[src/rtl/sdspi_types.sv]
// Shared types for the SD SPI burst engine: op codes, SPI mode, FSM states
// and default divisors.
package sdspi_types;

   localparam int DEF_DIV_BITS  = 10;
   localparam int DEF_SLOW_DIV  = 124;
   localparam int DEF_FAST_DIV  = 1;
   localparam int DEF_NUM_CS    = 2;
   localparam int DEF_MAX_BYTES = 4;

   // The first six encodings are those of the single-byte engine.
   typedef enum logic [2:0] {
      spiNOP  = 3'd0,
      spiCSL  = 3'd1,
      spiCSH  = 3'd2,
      spiTR   = 3'd3,
      spiFAST = 3'd4,
      spiSLOW = 3'd5,
      spiDIV  = 3'd6,
      spiMODE = 3'd7
   } spiOP_t;

   typedef struct packed {
      logic cpol;
      logic cpha;
   } spi_mode_t;

   localparam spi_mode_t RESET_MODE = '{cpol: 1'b1, cpha: 1'b1};

   typedef enum logic [2:0] {
      IDLE   = 3'd0,
      PH_A   = 3'd1,
      PH_B   = 3'd2,
      GUARD1 = 3'd3,
      GUARD2 = 3'd4
   } state_t;

   function automatic logic sclk_level(input state_t s, input spi_mode_t m);
      case (s)
         PH_A:    return m.cpol ^ m.cpha;
         PH_B:    return ~(m.cpol ^ m.cpha);
         default: return m.cpol;
      endcase
   endfunction

endpackage

[src/rtl/sdspi_halfclk.sv]
// Half-period counter: counts clkdiv down to zero, ticks for one cycle on the
// terminal count and reloads, so each half-period lasts div+1 clocks.
module sdspi_halfclk #(
   parameter int DIV_BITS = 10
) (
   input  logic                clk,
   input  logic                rst,
   input  logic                load,
   input  logic                en,
   input  logic [DIV_BITS-1:0] div,
   output logic                tick
);

   logic [DIV_BITS-1:0] cnt;

   assign tick = en && (cnt == '0);

   // NOTE: registers use non-blocking assignments so every flop samples the pre-edge values.
   always_ff @(posedge clk or negedge rst) begin
      if (!rst) begin
         cnt <= '0;
      end else if (load || tick) begin
         cnt <= div;
      end else if (en) begin
         cnt <= cnt - DIV_BITS'(1);
      end
   end

endmodule

[src/rtl/sdspi_burst.sv]
// Multi-byte SD SPI engine: op/DONE handshake, runtime divisor and SPI mode,
// bursts of 1..MAX_BYTES bytes, NUM_CS active-low chip selects.
module sdspi_burst
   import sdspi_types::*;
#(
   parameter int DIV_BITS  = DEF_DIV_BITS,
   parameter int SLOW_DIV  = DEF_SLOW_DIV,
   parameter int FAST_DIV  = DEF_FAST_DIV,
   parameter int NUM_CS    = DEF_NUM_CS,
   parameter int MAX_BYTES = DEF_MAX_BYTES,
   localparam int SEL_W    = (NUM_CS > 1) ? $clog2(NUM_CS) : 1,
   localparam int LEN_W    = (MAX_BYTES > 1) ? $clog2(MAX_BYTES) : 1,
   localparam int W        = 8 * MAX_BYTES
) (
   input  logic              clk,
   input  logic              rst,
   input  spiOP_t            spiOP,
   input  logic [SEL_W-1:0]  spiSEL,
   input  logic [LEN_W-1:0]  spiLEN,
   input  logic [W-1:0]      spiTXD,
   output logic [W-1:0]      spiRXD,
   input  logic              spiMISO,
   output logic              spiMOSI,
   output logic              spiSCLK,
   output logic [NUM_CS-1:0] spiCS,
   output logic              spiBUSY,
   output logic              spiDONE
);

   localparam int BIT_W = $clog2(W);

   state_t              state, state_d;
   logic [DIV_BITS-1:0] clkdiv, clkdiv_d;
   spi_mode_t           mode, mode_d;
   logic [NUM_CS-1:0]   cs, cs_d;
   logic [W-1:0]        txsr, txsr_d;
   logic [W-1:0]        rxsr, rxsr_d;
   logic [W-1:0]        rxd, rxd_d;
   logic [BIT_W-1:0]    bitcnt, bitcnt_d;
   logic                done_d;
   logic                sclk;
   logic                done;
   logic                accept;
   logic                tick;
   int                  n_bytes;

   assign accept = (state == IDLE) && (spiOP == spiTR);

   sdspi_halfclk #(
      .DIV_BITS (DIV_BITS)
   ) u_halfclk (
      .clk  (clk),
      .rst  (rst),
      .load (accept),
      .en   (state != IDLE),
      .div  (clkdiv),
      .tick (tick)
   );

   always_comb begin
      n_bytes = int'(spiLEN) + 1;
      if (n_bytes > MAX_BYTES) n_bytes = MAX_BYTES;
   end

   // NOTE: every output of this block gets a default first, so no path can infer a latch.
   always_comb begin
      state_d  = state;
      clkdiv_d = clkdiv;
      mode_d   = mode;
      cs_d     = cs;
      txsr_d   = txsr;
      rxsr_d   = rxsr;
      rxd_d    = rxd;
      bitcnt_d = bitcnt;
      done_d   = 1'b0;
      case (state)
         IDLE: begin
            case (spiOP)
               spiCSL: begin
                  for (int i = 0; i < NUM_CS; i++) cs_d[i] = (int'(spiSEL) != i);
               end
               spiCSH:  cs_d     = '1;
               spiFAST: clkdiv_d = DIV_BITS'(FAST_DIV);
               spiSLOW: clkdiv_d = DIV_BITS'(SLOW_DIV);
               spiDIV:  clkdiv_d = spiTXD[DIV_BITS-1:0];
               spiMODE: mode_d   = spi_mode_t'(spiTXD[1:0]);
               spiTR: begin
                  // Left-justify the burst so bit 8N-1 leaves first; vacated bits fill with 1.
                  txsr_d   = ~((~spiTXD) << (8 * (MAX_BYTES - n_bytes)));
                  rxsr_d   = '0;
                  bitcnt_d = BIT_W'(8 * n_bytes - 1);
                  state_d  = PH_A;
               end
               default: ;
            endcase
         end
         PH_A: begin
            if (tick) begin
               rxsr_d  = {rxsr[W-2:0], spiMISO};
               state_d = PH_B;
            end
         end
         PH_B: begin
            if (tick) begin
               if (bitcnt != '0) begin
                  txsr_d   = {txsr[W-2:0], 1'b1};
                  bitcnt_d = bitcnt - BIT_W'(1);
                  state_d  = PH_A;
               end else begin
                  state_d = GUARD1;
               end
            end
         end
         GUARD1: begin
            if (tick) state_d = GUARD2;
         end
         GUARD2: begin
            if (tick) begin
               rxd_d   = rxsr;
               done_d  = 1'b1;
               state_d = IDLE;
            end
         end
         default: state_d = IDLE;
      endcase
   end

   always_ff @(posedge clk or negedge rst) begin
      if (!rst) begin
         state  <= IDLE;
         clkdiv <= DIV_BITS'(SLOW_DIV);
         mode   <= RESET_MODE;
         cs     <= '1;
         txsr   <= '1;
         rxsr   <= '1;
         rxd    <= '0;
         bitcnt <= '0;
         done   <= 1'b0;
         sclk   <= 1'b1;
      end else begin
         state  <= state_d;
         clkdiv <= clkdiv_d;
         mode   <= mode_d;
         cs     <= cs_d;
         txsr   <= txsr_d;
         rxsr   <= rxsr_d;
         rxd    <= rxd_d;
         bitcnt <= bitcnt_d;
         done   <= done_d;
         // Level of the state being entered, so SCLK edges line up with txsr shifts.
         sclk   <= sclk_level(state_d, mode_d);
      end
   end

   assign spiRXD  = rxd;
   assign spiMOSI = txsr[W-1];
   assign spiSCLK = sclk;
   assign spiCS   = cs;
   assign spiBUSY = (state != IDLE);
   assign spiDONE = done;

endmodule

[config.mk]
export PLATFORM = sky130hd
export DESIGN_NAME = sdspi_burst
export DESIGN_NICKNAME = d
export VERILOG_FILES = /design/src/rtl/sdspi_types.sv /design/src/rtl/sdspi_halfclk.sv /design/src/rtl/sdspi_burst.sv
export SDC_FILE = /design/constraint.sdc
export NUM_CORES = 1
export LEC_CHECK = 0
export ABC_CLOCK_PERIOD_IN_PS = 2800
export CORE_MARGIN = 3
export CORE_UTILIZATION = 57
export CTS_BUF_LIST = sky130_fd_sc_hd__clkbuf_2 sky130_fd_sc_hd__clkbuf_4 sky130_fd_sc_hd__clkbuf_8
export CTS_CLUSTER_SIZE = 24
export DETAILED_ROUTE_END_ITERATION = 6
export PLACE_DENSITY = 0.81
export RECOVER_POWER = 25
export SYNTH_ARGS = -nofsm -noshare
export SYNTH_HDL_FRONTEND = slang
export SYNTH_SLANG_ARGS = --single-unit
export TNS_END_PERCENT = 20
[constraint.sdc]
create_clock -name clk -period 2.8 [get_ports clk]
set_input_delay 0.56 -clock clk [delete_from_list [all_inputs] [get_ports clk]]
set_output_delay 0.56 -clock clk [all_outputs]
set_load 0.01 [all_outputs]
==> flow_metrics.env, run 1 <==
export IMPL_p_per_area_nw_per_um2=894
export IMPL_layout_drive_gt1_share_pct=25.3
export IMPL_ys_types=50
export IMPL_place_ws_ns=0.0385
export IMPL_area_growth_synth_to_final_pct=21.7
export IMPL_setup_slack_ns=0.312
export IMPL_hp_class="input port to asynchronous set/reset pin"
export IMPL_postCtsHoldBufs=0
export IMPL_grt_total_usage_pct=23.9
export IMPL_vias=5045
export IMPL_post_dp_cell_area_um2=7280
export IMPL_cts_resized_gates=0
export IMPL_syn_nets=674
export IMPL_swShare_pct=33.2
export IMPL_synth_area_leaders="dfstp_2 (31%), dfrtp_1 (22%), nand2_1 (7.3%), o21ai_0 (6.3%), mux2_2 (5.9%)"
export IMPL_die_x_um=111
export IMPL_rsz0062_at_grt="no"
export IMPL_setup_viol=0
export IMPL_grt_ovfl_total=0
export IMPL_grt_max_degree=56
export IMPL_post_cts_buffers=0
export IMPL_io_pins=79
export IMPL_period_needed_ns=2.49
export IMPL_whs_ns=0.346
export IMPL_clock_tree_root_cell="clkbuf_8"
export IMPL_crit_type="flop to flop"
export IMPL_cts_max_level=4
export IMPL_synth_edf_count=0
export IMPL_yosysTopAreaCell="dfstp_2"
export IMPL_ant_nets=0
export IMPL_insertion_delay_ns=0.44
export IMPL_dpl_hpwl_mm=9.93
export IMPL_final_cell_area_um2=7710
export IMPL_wire_per_inst_um=17.1
export IMPL_clockBufferDepth=2
export IMPL_final_cell_mix="nand2_1 (124), o21ai_0 (80), clkdlybuf4s50_1 (77)"
export IMPL_drt_first_iter_violations=473
export IMPL_synth_area_um2=6330
export IMPL_grt_pass1_vias=4907
export IMPL_relSlewSlack_pct=14.1
export IMPL_yosys_area_top_type_share_pct=30.7
export IMPL_via_per_inst=5.93
export IMPL_skew_ns=0.0117
export IMPL_die_h_um=111
export IMPL_dieArea_um2=12400
export IMPL_fmax_mhz=402
export IMPL_gp_congestion=0.845
export IMPL_portBuffers=78
export IMPL_clk_pin_slew_ns=0.08
export IMPL_syn_inst=628
export IMPL_coreArea_um2=10600
export IMPL_synth_avg_cell_area_um2=10.1
export IMPL_pwr_share_clk_pct=25.5
export IMPL_numCtsBuffers=17
export IMPL_crit_path_end_kind="flop"
export IMPL_leakage_uw=0.00318
export IMPL_first_pass_iters=5
export IMPL_drc=0
export IMPL_grt_pass1_wl_mm=24.1
export IMPL_fin_setup_tns_ns=0
export IMPL_power_switching_uw=2290
export IMPL_arrival_ns=2.82
export IMPL_async_flop_share_pct=100
export IMPL_yosysSeqAreaShare_pct=52.8
export IMPL_fin_crit_sh_pct=88.8
export IMPL_maxCapViolCount=0
export IMPL_synth_main_ff_cell="dfstp_2"
export IMPL_cts_sinks=130
export IMPL_n_antenna_cell=0
export IMPL_crit_fanout=6
export IMPL_p_int_uw=4600
export IMPL_antenna_found_initial=0
export IMPL_critPathLaunchType="flop"
export IMPL_ys_seq_elements=130
export IMPL_finish_net_count=748
export IMPL_seqPwrFrac_pct=47.8
export IMPL_worst_pin_slew_ns=1.29
export IMPL_routed_wl_mm=14.5
export IMPL_finalHoldViolations=0
export IMPL_initial_core_util_pct=60.0
export IMPL_irDropWorstVdd_mv=0.592
export IMPL_final_max_slew_viol_count=0
export IMPL_cts_tree="yes"
export IMPL_outcome="completed"
export IMPL_cp_required_ns=3.13
export IMPL_yosys_warnings=0
export IMPL_r2r_cells=8
export IMPL_power_frac_comb_pct=26.7
export IMPL_rows=37
export IMPL_final_common_cell="nand2_1"
## final cells by class
| cell class | instances | area [µm²] |
|---|---|---|
| multi-input cells | 444 | 2780 |
| repair buffers | 99 | 931 |
| clock inverters | 12 | 181 |
| inverters | 10 | 37.5 |
| flip-flops and latches | 130 | 3350 |
| fillers | 771 | 2850 |
| well taps | 136 | 170 |
| clock buffers | 20 | 263 |
## flip-flops by register name (all words and copies together), names as in the netlist
register and count:
spiDONE 1, spiCS 2, clkdiv 10, u_halfclk.cnt 10
txsr 32, mode 2, state 3, spiRXD 32
bitcnt 5, spiSCLK 1, rxsr 32
## critical path, stage by stage, from the launching register on
cell	delay [ns]
dfrtp_1	0.43
inv_1	0.10
ha_1	0.16
nor3b_1	0.29
buf_4	0.20
nand4_1	0.12
a221oi_1	0.63
and4b_1	0.27
nor4_1	0.19
## kinds of logic (layout without fill, tap and decap cells)
| family | Yosys count | count (layout) | synth area share (%) |
|---|---|---|---|
| flops | 130 | 130 | 52.8 |
| mux | 47 | 47 | 9.66 |
| fa+ha+maj | 5 | 5 | 0.988 |
| compound gates | 167 | 167 | 15.8 |
| buf+inv | 54 | 141 | 3.69 |
| simple gates | 225 | 225 | 17.0 |
## Yosys cell counts, types with 10 or more instances
library cell	instances
clkbuf_1	27
a211oi_1	10
nand2_1	124
nand2b_1	13
nor3b_1	12
or3_1	10
dfrtp_1	56
buf_2	10
mux2_2	33
o21ai_0	80
dfstp_2	74
a21oi_1	26
a31oi_1	19
inv_1	10
nor2_1	32
## power groups by stage
stage / clock, µW / sequential, µW / combinational (µW)
3_5_place_dp: 0 / 3310 / 1820
4_1_cts: 1780 / 3290 / 1840
6_report: 1760 / 3290 / 1840
3_3_place_gp: 0 / 3270 / 1720
5_1_grt: 1870 / 3390 / 2080
2_1_floorplan: 0 / 3150 / 1330
## stage by stage
stage	std cells	total power (µW)	utilization, %
3_5_place_dp	819	5130	69.0
2_1_floorplan	628	4480	-
5_1_grt	851	7340	73.0
3_3_place_gp	819	4980	69.0
4_1_cts	851	6910	73.2
6_report	851	6890	73.0
## worst paths after layout
kind / to / start / slack (ns)
min in group clk: txsr[5] / txsr[5] / 0.48
worst min register to register: txsr[5] / txsr[5] / 0.48
max in group asynchronous: spiRXD[1] / rst / 0.59
worst max-delay path: spiSCLK / u_halfclk.cnt[0] / 0.31
worst max register to register: spiSCLK / u_halfclk.cnt[0] / 0.31
worst min-delay path: u_halfclk.cnt[4] / rst / 0.35
## metal layers
metal	GRT usage [%]	share of wire, %	up-vias
met2	38.5	50	150
met4	9.08	2.2	0
met1	32.2	43	2466
met5	0	0	-
li1	-	-	2396
met3	4.84	4.7	33
No activity file was read; power rests on OpenSTA's default activity.
==> run 2, diff against run 1 <==
--- a/config.mk
+++ b/config.mk
@@ -5,13 +5,13 @@
 export SDC_FILE = /design/constraint.sdc
 export NUM_CORES = 1
 export LEC_CHECK = 0
-export ABC_CLOCK_PERIOD_IN_PS = 2800
+export ABC_CLOCK_PERIOD_IN_PS = 2100
 export CORE_MARGIN = 3
-export CORE_UTILIZATION = 57
+export CORE_UTILIZATION = 52
 export CTS_BUF_LIST = sky130_fd_sc_hd__clkbuf_2 sky130_fd_sc_hd__clkbuf_4 sky130_fd_sc_hd__clkbuf_8
 export CTS_CLUSTER_SIZE = 24
 export DETAILED_ROUTE_END_ITERATION = 6
-export PLACE_DENSITY = 0.81
+export PLACE_DENSITY = 0.77
 export RECOVER_POWER = 25
 export SYNTH_ARGS = -nofsm -noshare
 export SYNTH_HDL_FRONTEND = slang
==> constraint.sdc (replaced) <==
create_clock -name clk -period 2.1 [get_ports clk]
set_input_delay 0.42 -clock clk [delete_from_list [all_inputs] [get_ports clk]]
set_output_delay 0.42 -clock clk [all_outputs]
set_load 0.01 [all_outputs]
==> run 2 against run 1 <==
Against the previous run: largest power group unchanged; die area rose by 9.1%; largest cell class unchanged; combinational power rose by 58%; global-route usage fell by 0.12 points; utilization fell by 3.0 points; power rose by 37%; worst hold slack improved by 0.079 ns; the run now ends with setup timing left.
==> flow_metrics.env, run 2 (same netlist as run 1, synthesis figures left out) <==
export IMPL_crit_type="input port to flop"
export IMPL_grt_pass1_vias=5161
export IMPL_rows=39
export IMPL_place_ws_ns=-0.529
export IMPL_portBuffers=78
export IMPL_dp_cells=863
export IMPL_violations="setup timing"
export IMPL_setup_viol=1
export IMPL_crit_fanout=6
export IMPL_crit_slowest_cell="clkdlybuf4s50_1"
export IMPL_period_needed_ns=2.11
export IMPL_ant_nets=0
export IMPL_hp_class="input port to asynchronous set/reset pin"
export IMPL_n_antenna_cell=0
export IMPL_cpPeakStageDelay_ns=0.61
export IMPL_dpl_hpwl_mm=10.4
export IMPL_outcome="finished with violations"
export IMPL_critPathLaunchType="input port"
export IMPL_fmax_mhz=474
export IMPL_dieArea_um2=13500
export IMPL_crit_path_end_kind="flop"
export IMPL_maxCapViolCount=0
export IMPL_final_cell_area_um2=8160
export IMPL_grt_pass1_wl_mm=25.2
export IMPL_clk_pin_slew_ns=0.08
export IMPL_finalHoldViolations=0
export IMPL_critPathTopFamily="buffers and inverters"
export IMPL_coreArea_um2=11700
export IMPL_fin_crit_sh_pct=100
export IMPL_first_pass_iters=5
export IMPL_numCtsBuffers=17
export IMPL_wire_per_inst_um=16.7
export IMPL_post_dp_cell_area_um2=7620
export IMPL_antenna_found_initial=0
export IMPL_arrival_ns=2.48
export IMPL_final_common_cell="nand2_1"
export IMPL_cp_required_ns=2.47
export IMPL_insertion_delay_ns=0.44
export IMPL_fin_setup_tns_ns=-0.00929
export IMPL_routed_wl_mm=15.1
export IMPL_leakage_uw=0.00341
export IMPL_path_cells="clkdlybuf4s50_1 > or4b_4 > nor2_8 > mux2i_2 > inv_1 > buf_4 > a211oi_2 > nor4_2"
export IMPL_skew_ns=0.0112
export IMPL_grt_total_usage_pct=23.8
export IMPL_die_x_um=116
export IMPL_vias=5154
export IMPL_drc=0
export IMPL_rsz0062_at_grt="yes"
export IMPL_initial_core_util_pct=54.3
export IMPL_p_per_area_nw_per_um2=1150
export IMPL_irDropWorstVdd_mv=0.692
export IMPL_cts_sinks=130
export IMPL_clockBufferDepth=2
export IMPL_via_per_inst=5.71
export IMPL_cts_max_level=4
export IMPL_worst_pin_slew_ns=1.07
export IMPL_grt_max_degree=47
export IMPL_gp_congestion=0.849
export IMPL_final_max_slew_viol_count=0
export IMPL_setup_slack_ns=-0.00929
export IMPL_critPathBufInv=3
export IMPL_io_pins=79
export IMPL_finish_net_count=793
export IMPL_final_cell_mix="nand2_1 (124), clkdlybuf4s50_1 (76), o21ai_0 (74), dfstp_2 (74), buf_4 (57)"
export IMPL_final_util_pct=70.0
export IMPL_clock_tree_root_cell="clkbuf_8"
export IMPL_grt_ovfl_total=0
export IMPL_die_h_um=116
export IMPL_relSlewSlack_pct=28.4
export IMPL_drt_first_iter_violations=513
export IMPL_layout_drive_gt1_share_pct=31.7
export IMPL_cts_tree="yes"
export IMPL_layoutNonFillerInstCount=903
export IMPL_area_growth_synth_to_final_pct=28.9
[run 2: cell types whose count changed in the layout (fill, tap and decap cells not counted), moves of 3 or more]
cell	delta
buf_4	+37
o21ai_0	-6
o21ai_1	+6
buf_12	+3
buf_6	+3
clkinv_4	-3
[run 2: metal layers]
layer / track usage, % / up-vias / wire (µm)
met3: 4.82 / 26 / 643
met4: 8.51 / 0 / 248
met2: 38.5 / 136 / 7580
li1: - / 2470 / -
met1: 31.9 / 2522 / 6580
met5: 0 / - / 0
[run 2: worst reg2reg max path, stage by stage, from the launching register on]
cell and delay, ns:
dfrtp_1 0.40, buf_6 0.12, or4b_4 0.57, nor2_8 0.14
mux2i_2 0.26, inv_1 0.08, buf_4 0.15, a211oi_2 0.19
nor4_2 0.08
[run 2: per-stage QoR]
step                hold slack, ns  total power, µW
floorplan                    0.124             5970
global placement             0.346             6840
detailed placement           0.356             7030
CTS                          0.417             9360
global route                 0.431            10100
finish                       0.426             9420
[run 2: final timing paths]
check / from / cells past startpoint / slack (ns) / to
max in group asynchronous: rst / 3 / 0.34 / spiRXD[11]
hold / removal: rst / 2 / 0.43 / u_halfclk.cnt[2]
setup / recovery: spiOP[2] / 8 / -0.009 / spiSCLK
hold reg to reg: rxsr[14] / 2 / 0.48 / rxsr[15]
setup reg to reg: state[1] / 8 / 0.03 / spiSCLK
min in group clk: rxsr[14] / 2 / 0.48 / rxsr[15]
[run 2: repair_timing]
action / 4_1_cts / 5_1_grt
buffers inserted: 7 / 1
pin swaps: 5 / 4
gates cloned: 0 / 0
endpoints found under the setup margin: 3 / 70
hold buffers: 1 / 0
gates resized for setup: 12 / 21
hold endpoints to repair: 12 / 0
[run 2: cell type report]
class,count,area (µm²)
fillers,884,3500
flip-flops and latches,130,3350
multi-input cells,444,2870
repair buffers,144,1320
clock buffers,21,277
well taps,143,179
clock inverters,11,128
inverters,10,37.5
[run 2: power breakdown]
| part | switching (µW) | internal [µW] |
|---|---|---|
| combinational | 1560 | 1340 |
| clock | 997 | 1150 |
| sequential | 630 | 3740 |
==> run 3, diff against run 2 <==
--- a/config.mk
+++ b/config.mk
@@ -9,6 +9,7 @@
 export CORE_MARGIN = 3
 export CORE_UTILIZATION = 52
 export CTS_BUF_LIST = sky130_fd_sc_hd__clkbuf_2 sky130_fd_sc_hd__clkbuf_4 sky130_fd_sc_hd__clkbuf_8
+export CTS_CLUSTER_DIAMETER = 200
 export CTS_CLUSTER_SIZE = 24
 export DETAILED_ROUTE_END_ITERATION = 6
 export PLACE_DENSITY = 0.77
==> results of run 3 <==
No change in the layout: final DEF, timing and power equal those of run 2.
